==> src/rtl/sccb_write_master.sv <==
`default_nettype none
// ---------------------------------------------------------------------------
// sccb_write_master : 3-phase SCCB write (device ID, register, data) master.
// Rev 1.0
// ---------------------------------------------------------------------------
module sccb_write_master #(
  parameter int unsigned clk_freq    = 25000000,
  parameter int unsigned sccb_freq   = 100000,
  parameter logic [7:0]  camera_addr = 8'h42
) (
  input  logic       clk,
  input  logic       rst_n,
  input  logic       SCCB_start,
  input  logic [7:0] SCCB_addr,
  input  logic [7:0] SCCB_reg,
  output logic       SCCB_ready,
  output logic       SIO_C,
  output logic       SIO_D,
  output logic       SIO_D_oe
);

  localparam int unsigned QUARTER  = clk_freq / (4 * sccb_freq);
  localparam int unsigned CNT_W    = (QUARTER > 1) ? $clog2(QUARTER) : 1;
  localparam logic [CNT_W-1:0] CNT_LOAD = CNT_W'(QUARTER - 1);
  localparam logic [CNT_W-1:0] CNT_ONE  = CNT_W'(1);
  localparam logic [4:0] LAST_BIT = 5'd26;

  generate
    if (QUARTER < 1) begin : g_bad_quarter
      $error("sccb_write_master: clk_freq/(4*sccb_freq) must be at least 1");
    end
  endgenerate

  typedef enum logic [2:0] {
    IDLE    = 3'd0,
    START_A = 3'd1,
    START_B = 3'd2,
    BITS    = 3'd3,
    STOP_A  = 3'd4,
    STOP_B  = 3'd5,
    STOP_C  = 3'd6
  } state_t;

  state_t           state;
  logic [CNT_W-1:0] cnt;
  logic [4:0]       bit_idx;
  logic [4:0]       next_idx;
  logic [1:0]       quarter;
  logic [7:0]       addr_q;
  logic [7:0]       data_q;
  logic [26:0]      frame;
  logic             next_dc;

  // Don't-care slots are zero in the frame so SIO_D reads 0 while released.
  assign frame    = {camera_addr, 1'b0, addr_q, 1'b0, data_q, 1'b0};
  assign next_idx = bit_idx + 5'd1;
  assign next_dc  = (next_idx == 5'd8) || (next_idx == 5'd17) || (next_idx == 5'd26);

  always_ff @(posedge clk or negedge rst_n) begin
    if (!rst_n) begin
      state      <= IDLE;
      cnt        <= '0;
      bit_idx    <= '0;
      quarter    <= '0;
      addr_q     <= '0;
      data_q     <= '0;
      SCCB_ready <= 1'b1;
      SIO_C      <= 1'b1;
      SIO_D      <= 1'b1;
      SIO_D_oe   <= 1'b1;
    end else if (state == IDLE) begin
      if (SCCB_start) begin
        addr_q     <= SCCB_addr;
        data_q     <= SCCB_reg;
        cnt        <= CNT_LOAD;
        bit_idx    <= '0;
        quarter    <= '0;
        state      <= START_A;
        SCCB_ready <= 1'b0;
        SIO_C      <= 1'b1;
        SIO_D      <= 1'b0;
        SIO_D_oe   <= 1'b1;
      end
    end else if (cnt != '0) begin
      cnt <= cnt - CNT_ONE;
    end else begin
      cnt <= CNT_LOAD;
      case (state)
        START_A: begin
          state <= START_B;
          SIO_C <= 1'b0;
          SIO_D <= 1'b0;
        end
        START_B: begin
          state    <= BITS;
          bit_idx  <= '0;
          quarter  <= '0;
          SIO_C    <= 1'b0;
          SIO_D    <= frame[LAST_BIT];
          SIO_D_oe <= 1'b1;
        end
        BITS: begin
          if (quarter != 2'd3) begin
            // Clock goes high entering quarter 2 and stays high through 3.
            quarter <= quarter + 2'd1;
            SIO_C   <= (quarter != 2'd0);
          end else if (bit_idx == LAST_BIT) begin
            state    <= STOP_A;
            SIO_C    <= 1'b0;
            SIO_D    <= 1'b0;
            SIO_D_oe <= 1'b1;
          end else begin
            bit_idx  <= next_idx;
            quarter  <= '0;
            SIO_C    <= 1'b0;
            SIO_D    <= frame[LAST_BIT - next_idx];
            SIO_D_oe <= !next_dc;
          end
        end
        STOP_A: begin
          state <= STOP_B;
          SIO_C <= 1'b1;
          SIO_D <= 1'b0;
        end
        STOP_B: begin
          state <= STOP_C;
          SIO_C <= 1'b1;
          SIO_D <= 1'b1;
        end
        default: begin
          state      <= IDLE;
          cnt        <= '0;
          bit_idx    <= '0;
          quarter    <= '0;
          SCCB_ready <= 1'b1;
          SIO_C      <= 1'b1;
          SIO_D      <= 1'b1;
          SIO_D_oe   <= 1'b1;
        end
      endcase
    end
  end

endmodule
`default_nettype wire
==> config.mk <==
export PLATFORM = sky130hd
export DESIGN_NAME = sccb_write_master
export DESIGN_NICKNAME = d
export VERILOG_FILES = /design/src/rtl/sccb_write_master.sv
export SDC_FILE = /design/constraint.sdc
export NUM_CORES = 1
export LEC_CHECK = 0
export BUFFER_PORTS_ARGS = -buffer_cell sky130_fd_sc_hd__buf_2
export CAP_MARGIN = 10
export CELL_PAD_IN_SITES_DETAIL_PLACEMENT = 1
export CELL_PAD_IN_SITES_GLOBAL_PLACEMENT = 1
export CORE_MARGIN = 5
export CORE_UTILIZATION = 50
export DETAILED_ROUTE_END_ITERATION = 10
export GPL_ROUTABILITY_DRIVEN = 0
export PLACE_DENSITY = 0.91
export SYNTH_ARGS = -nofsm -noshare
export SYNTH_HDL_FRONTEND = slang
export SYNTH_SLANG_ARGS = --single-unit
==> constraint.sdc <==
create_clock -name clk -period 5.9 [get_ports clk]
set_input_delay 1.18 -clock clk [delete_from_list [all_inputs] [get_ports clk]]
set_output_delay 1.18 -clock clk [all_outputs]
set_load 0.1 [all_outputs]
Word level (Yosys, flattened, before mapping)
Index checks and enable logic that the tools add are counted.

Logic and storage cells: 94. Register bits: 36. Bits of input ports: 19. Output and inout port bits: 4.

Equal/unequal tests: 18. Multiplexer cells: 43. Reduce and logical (&&, ||, !) cells: 18. Add/sub/neg operators: 4. $lt $le $gt $ge: 1.

Operator list (count): 2-to-1 mux 5 bit (5); 2-to-1 mux 6 bit (4); 2-to-1 mux 1 bit (17); equality test 5 bit, second input constant (3); 2-to-1 mux 3 bit (5); one-hot mux 3 bit (5 select lines) (1); AND reduction 4 bit (3); 2-to-1 mux 2 bit (5); one-hot mux 5 bit (2 select lines) (1); inequality test 3 bit, second input constant (3); equality test 3 x 2 -> 1 bit, second input constant (2); equality test 3 bit, second input constant (2); less-than comparator 5 x 6 -> 1 bit, second input constant (1); inequality test 2 bit, second input constant (3); one-hot mux 1 bit (2 select lines) (3); AND reduction 3 bit (2); nonzero test 6 bit (1); OR reduction 3 bit (2); subtractor 6 x 1 -> 6 bit, second input constant (1); adder 5 x 1 -> 5 bit, second input constant (1); binary-select mux 1 bit (select 5 bit) (1); equality test 5 x 4 -> 1 bit, second input constant (1); AND reduction 5 bit (1); OR reduction 5 bit (1); other kinds (12) (15).

Logic depth before layout (Yosys ltp)
Depth after elaboration: 10. Depth in mapped cells: 10.

Least setup slack after synthesis
Ideal clock, no wire load.

Path kind: register to register. Start point: register bit_idx[0]. End point: register SIO_D. Data arrival time: 2.411 ns. Setup time: 0.064 ns. Clock period less this slack: 2.475 ns. Required time: 5.836 ns. Cell stages (with the launch flop): 11. Slack: 3.425 ns. Path through: dfrtp_1 > buf_4 > inv_1 > ha_1 > clkbuf_1 > mux2i_1 > mux2i_1 > xor2_1 > or3b_1 > a311o_1 > nand3_1.

Longest elaborated chain between the ends: 9. Elaborated cells on any way between the ends: 10. Classes of those cells: add/sub: 2; eq/ne: 1; mux: 7.

Ends and longest elaborated chain: start: declaration (line 46) `logic [4:0] bit_idx;`; start signal: assignment (line 113) `bit_idx <= next_idx;`; adder 5 x 1 -> 5 bit (line 56) `assign next_idx = bit_idx + 5'd1;`; subtractor 5 bit (line 116) `SIO_D <= frame[LAST_BIT - next_idx];`; binary-select mux 1 bit (select 5 bit) (line 116); 2-to-1 mux 1 bit (implied by the code) (line 116); 2-to-1 mux 1 bit (*) (line 107) `end else if (bit_idx == LAST_BIT) begin`; 2-to-1 mux 1 bit (*) (line 103) `if (quarter != 2'd3) begin`; one-hot mux 1 bit (2 select lines) (*) (line 88) `case (state)`; 2-to-1 mux 1 bit (*) (line 84) `end else if (cnt != '0) begin`; 2-to-1 mux 1 bit (*) (line 71) `end else if (state == IDLE) begin`; end signal: assignment (line 99) `SIO_D <= frame[LAST_BIT];`; end signal: assignment (line 116); end: declaration (line 18) `output logic SIO_D,`.

Mark *: on every way between the ends. The rest lies on a longest branch, timed or not. The select of a mux whose other input is x is not followed. A chain may end at the register's enable or synchronous reset.

Worst setup path after layout
Same ends and word-level chain as after synthesis.

==> summary.txt <==
Power
  • Worst IR drop on VDD: 0.0002177 V
  • Lkg Pwr: 0.001115 uW
  • Tot Pwr: 480.8 uW
  • Pwr Density: 200.1 nW/um2

Clock tree
  • Root buffer cell: clkbuf_8
  • H-tree levels: 2
  • # hold bufs at CTS: 0
  • Number of buffers created by CTS: 5
  • Clock Sinks: 36
  • CTS tree: done
  • Clock Tree Buf Depth: 2
  • Clk slew on worst S/H paths: 0.08 ns
  • Post-CTS setup buffers: 0
  • Post-CTS Resized: 0
  • Clk_lat worst skew: 0.30 ns

STA
  • Unrepaired setup endpoints after global routing: false
  • Setup violators final: 0
  • Slew margin rel.: 45.66%
  • Clock Skews: 0.005548 ns
  • Slew @ Worst Pin: 0.8151 ns
  • Crit path time final: 2.930 ns
  • Final period utilization: 49.67%
  • Worst setup margin: 2.970 ns
  • Fmax: 341.3 MHz
  • Hold Vio Cnt, Final: 0
  • Setup total negative slack: 0 ns
  • Worst Hold Margin: 0.4758 ns
  • Final Max Tran Viols: 0

Setup path
  • Cell Chain, Critical Path: inv_1, ha_1, mux2i_1, mux2i_1, xor2_1, or3b_1, a311o_1, nand3_1
  • Delay-heaviest family, CP: flip-flops
  • FF-to-FF End: SIO_D
  • Crit-path max FO: 13
  • CP most frequent cell: mux2i_1
  • Reg-to-reg startpoint: bit_idx[0]
  • Worst Setup End Kind: flip-flop
  • Critical Path AT: 3.17 ns
  • Kind of critical path: reg -> reg
  • Crit path buffers/inverters: 1
  • Max incr delay on CP: 0.65 ns
  • R2R Setup Slk: 2.97 ns
  • R2R cell count: 8
  • Slowest cell on crit path: dfrtp_1
  • Critical Path RT: 6.14 ns
  • Startpoint class of the critical path: flip-flop

Drt
  • Vias/cell: 6.197
  • Drt total wl: 5448 um
  • DRT Pass-1 Iters: 4
  • Avg WL per Cell: 19.53 um
  • Antenna-violating nets left: 0
  • DRC: 0
  • Via Count: 1729
  • Initial drt markers: 113

Synthesis
  • Post-synth cell types: 51
  • Synth warnings: 0
  • Syn_area_per_cell: 10.45 um2
  • Mapped Area: 2173 um2
  • Synth Flop Type: dfrtp_1
  • Synth Instances: 208
  • Post-synth EDFFs: 0
  • Async set or reset register ratio after synthesis: 100.0%
  • Synthesized Nets: 236
  • Register area share after synthesis: 41.68%
  • Synth Register Bits: 36

GRT
  • Pin count of the biggest net entering global routing: 37
  • GRT overflow: 0
  • First-pass GRT wire length: 9494 um
  • Vias in the first global route: 1863
  • Total track usage: 20.11%
  • Initial antenna violation count: 0

Placement
  • I/O Buffers: 22
  • Pre-CTS setup slack: 3.189 ns
  • Post-DP HPWL: 3795 um

Layout
  • Diodes inserted: 0
  • Most common cell after layout, fill and taps aside: dfrtp_1
  • NumNets Final: 254
  • Layout filler cell count: 460
  • Commonest non-fill, non-tap cells in the layout: 32 x dfrtp_1, 22 x buf_2, 18 x mux2_2
  • Layout cells sized above 1: 26.87%
  • Synth-to-Final Area Change: 10.54%

Floorplan
  • Initial Utilization: 50.61%
  • Ports: 23
  • DIE WIDTH: 75.93 um
  • Core Region: 4294 um2
  • Die Y: 75.93 um
  • Row cnt: 24
  • Die area: 5765 um2

Hold path
  • End of the worst hold path: SIO_D_oe
  • Hold Path Class: reg -> reg
  • Hold Crit Start: SIO_D_oe
  • Hold Path Stages: 2

Run
  • Max-cap violations: 0

Run status
  • Status: finished, final reports clean
[stage by stage]
stage | util [%] | instance area, um2 | cells
after detailed placement | 53.35 | 2291 | 271
final | 55.94 | 2402 | 279
after floorplan | - | 2173 | 208
after global placement | 53.35 | 2291 | 271
after CTS | 55.94 | 2402 | 279
after global routing | 55.94 | 2402 | 279
[registers in the layout (all words and copies together) (netlist names)]
register,flops
addr_q,8
data_q,8
cnt,6
bit_idx,5
state,3
quarter,2
SCCB_ready,1
SIO_C,1
SIO_D,1
SIO_D_oe,1
[final cells by class]
class	count	area, um2	area share [%]
inverters	8	30.03	1.250
well taps	52	65.06	2.708
clock inverters	3	42.54	1.771
multi-input cells	153	1180	49.11
flip-flops and latches	36	905.9	37.71
repair buffers	22	110.1	4.583
clock buffers	5	68.82	2.865
[worst register-to-register path: stages (launching register included)]
cell and delay (ns):
dfrtp_1 0.65, inv_1 0.23, ha_1 0.59, mux2i_1 0.13, mux2i_1 0.24, xor2_1 0.21
or3b_1 0.40, a311o_1 0.35, nand3_1 0.08
[power by group]
part | internal [uW] | switching [uW] | total (uW)
logic | 4.41 | 6.73 | 11.1
clock network | 125 | 97.9 | 223
registers | 247 | 0 | 247
[cells in the mapped netlist (all sizes together), types with 2 or more instances]
| cell type | count | share of area, % |
|---|---|---|
| or3 | 2 | 0.81 |
| nand2 | 14 | 2.8 |
| nand3b | 4 | 1.4 |
| o31ai | 3 | 1.0 |
| xnor2 | 2 | 0.81 |
| o32a | 3 | 2.0 |
| and2 | 2 | 0.58 |
| mux2i | 6 | 2.8 |
| nor2 | 16 | 2.8 |
| clkbuf | 5 | 0.92 |
| mux2 | 18 | 9.3 |
| ha | 9 | 5.2 |
| dfstp | 4 | 4.8 |
| a311oi | 3 | 1.2 |
| o21bai | 2 | 0.69 |
| a21oi | 9 | 2.1 |
| o21ai | 15 | 3.5 |
| a22o | 2 | 0.81 |
| o21a | 2 | 0.69 |
| nand4 | 2 | 0.58 |
| nor3b | 3 | 1.6 |
| buf | 6 | 1.7 |
| mux4 | 2 | 2.1 |
| a31oi | 2 | 0.58 |
| xor2 | 3 | 1.2 |
| nor2b | 2 | 0.58 |
| nand3 | 5 | 1.2 |
| nor3 | 7 | 2.1 |
| inv | 8 | 1.4 |
| or3b | 2 | 0.81 |
| a32oi | 2 | 0.81 |
| o22a | 3 | 1.2 |
| dfrtp | 32 | 37 |
[how the worst max path moves through the flow]
stage | slack [ns] | depth (start not counted) | end | start
2_1_floorplan | 3.42 | 10 | SIO_D | bit_idx[0]
3_3_place_gp | 3.32 | 8 | SIO_D | bit_idx[0]
3_5_place_dp | 3.19 | 8 | SIO_D | bit_idx[0]
4_1_cts | 2.97 | 8 | SIO_D | bit_idx[0]
5_1_grt | 2.73 | 8 | SIO_D | bit_idx[0]
6_report | 2.97 | 8 | SIO_D | bit_idx[0]
[cells by family after synthesis]
kind of cell | share of synthesized area, %
AND/OR/NAND/NOR | 17.39
AO/OA/AOI/OAI | 15.54
flip-flops | 41.68
multiplexers | 14.16
buffers and inverters | 4.029
adder cells (fa/ha/maj) | 5.181
XOR/XNOR | 2.015
[metal layers]
layer	vias to the layer above	wire length, um	track usage (%)
met5	-	0	0
met4	0	93	6.940
met3	11	172	3.910
met2	33	2760	33.99
met1	888	2423	25.47
li1	797	-	-
Note: power is estimated with default switching activity, not from simulation.
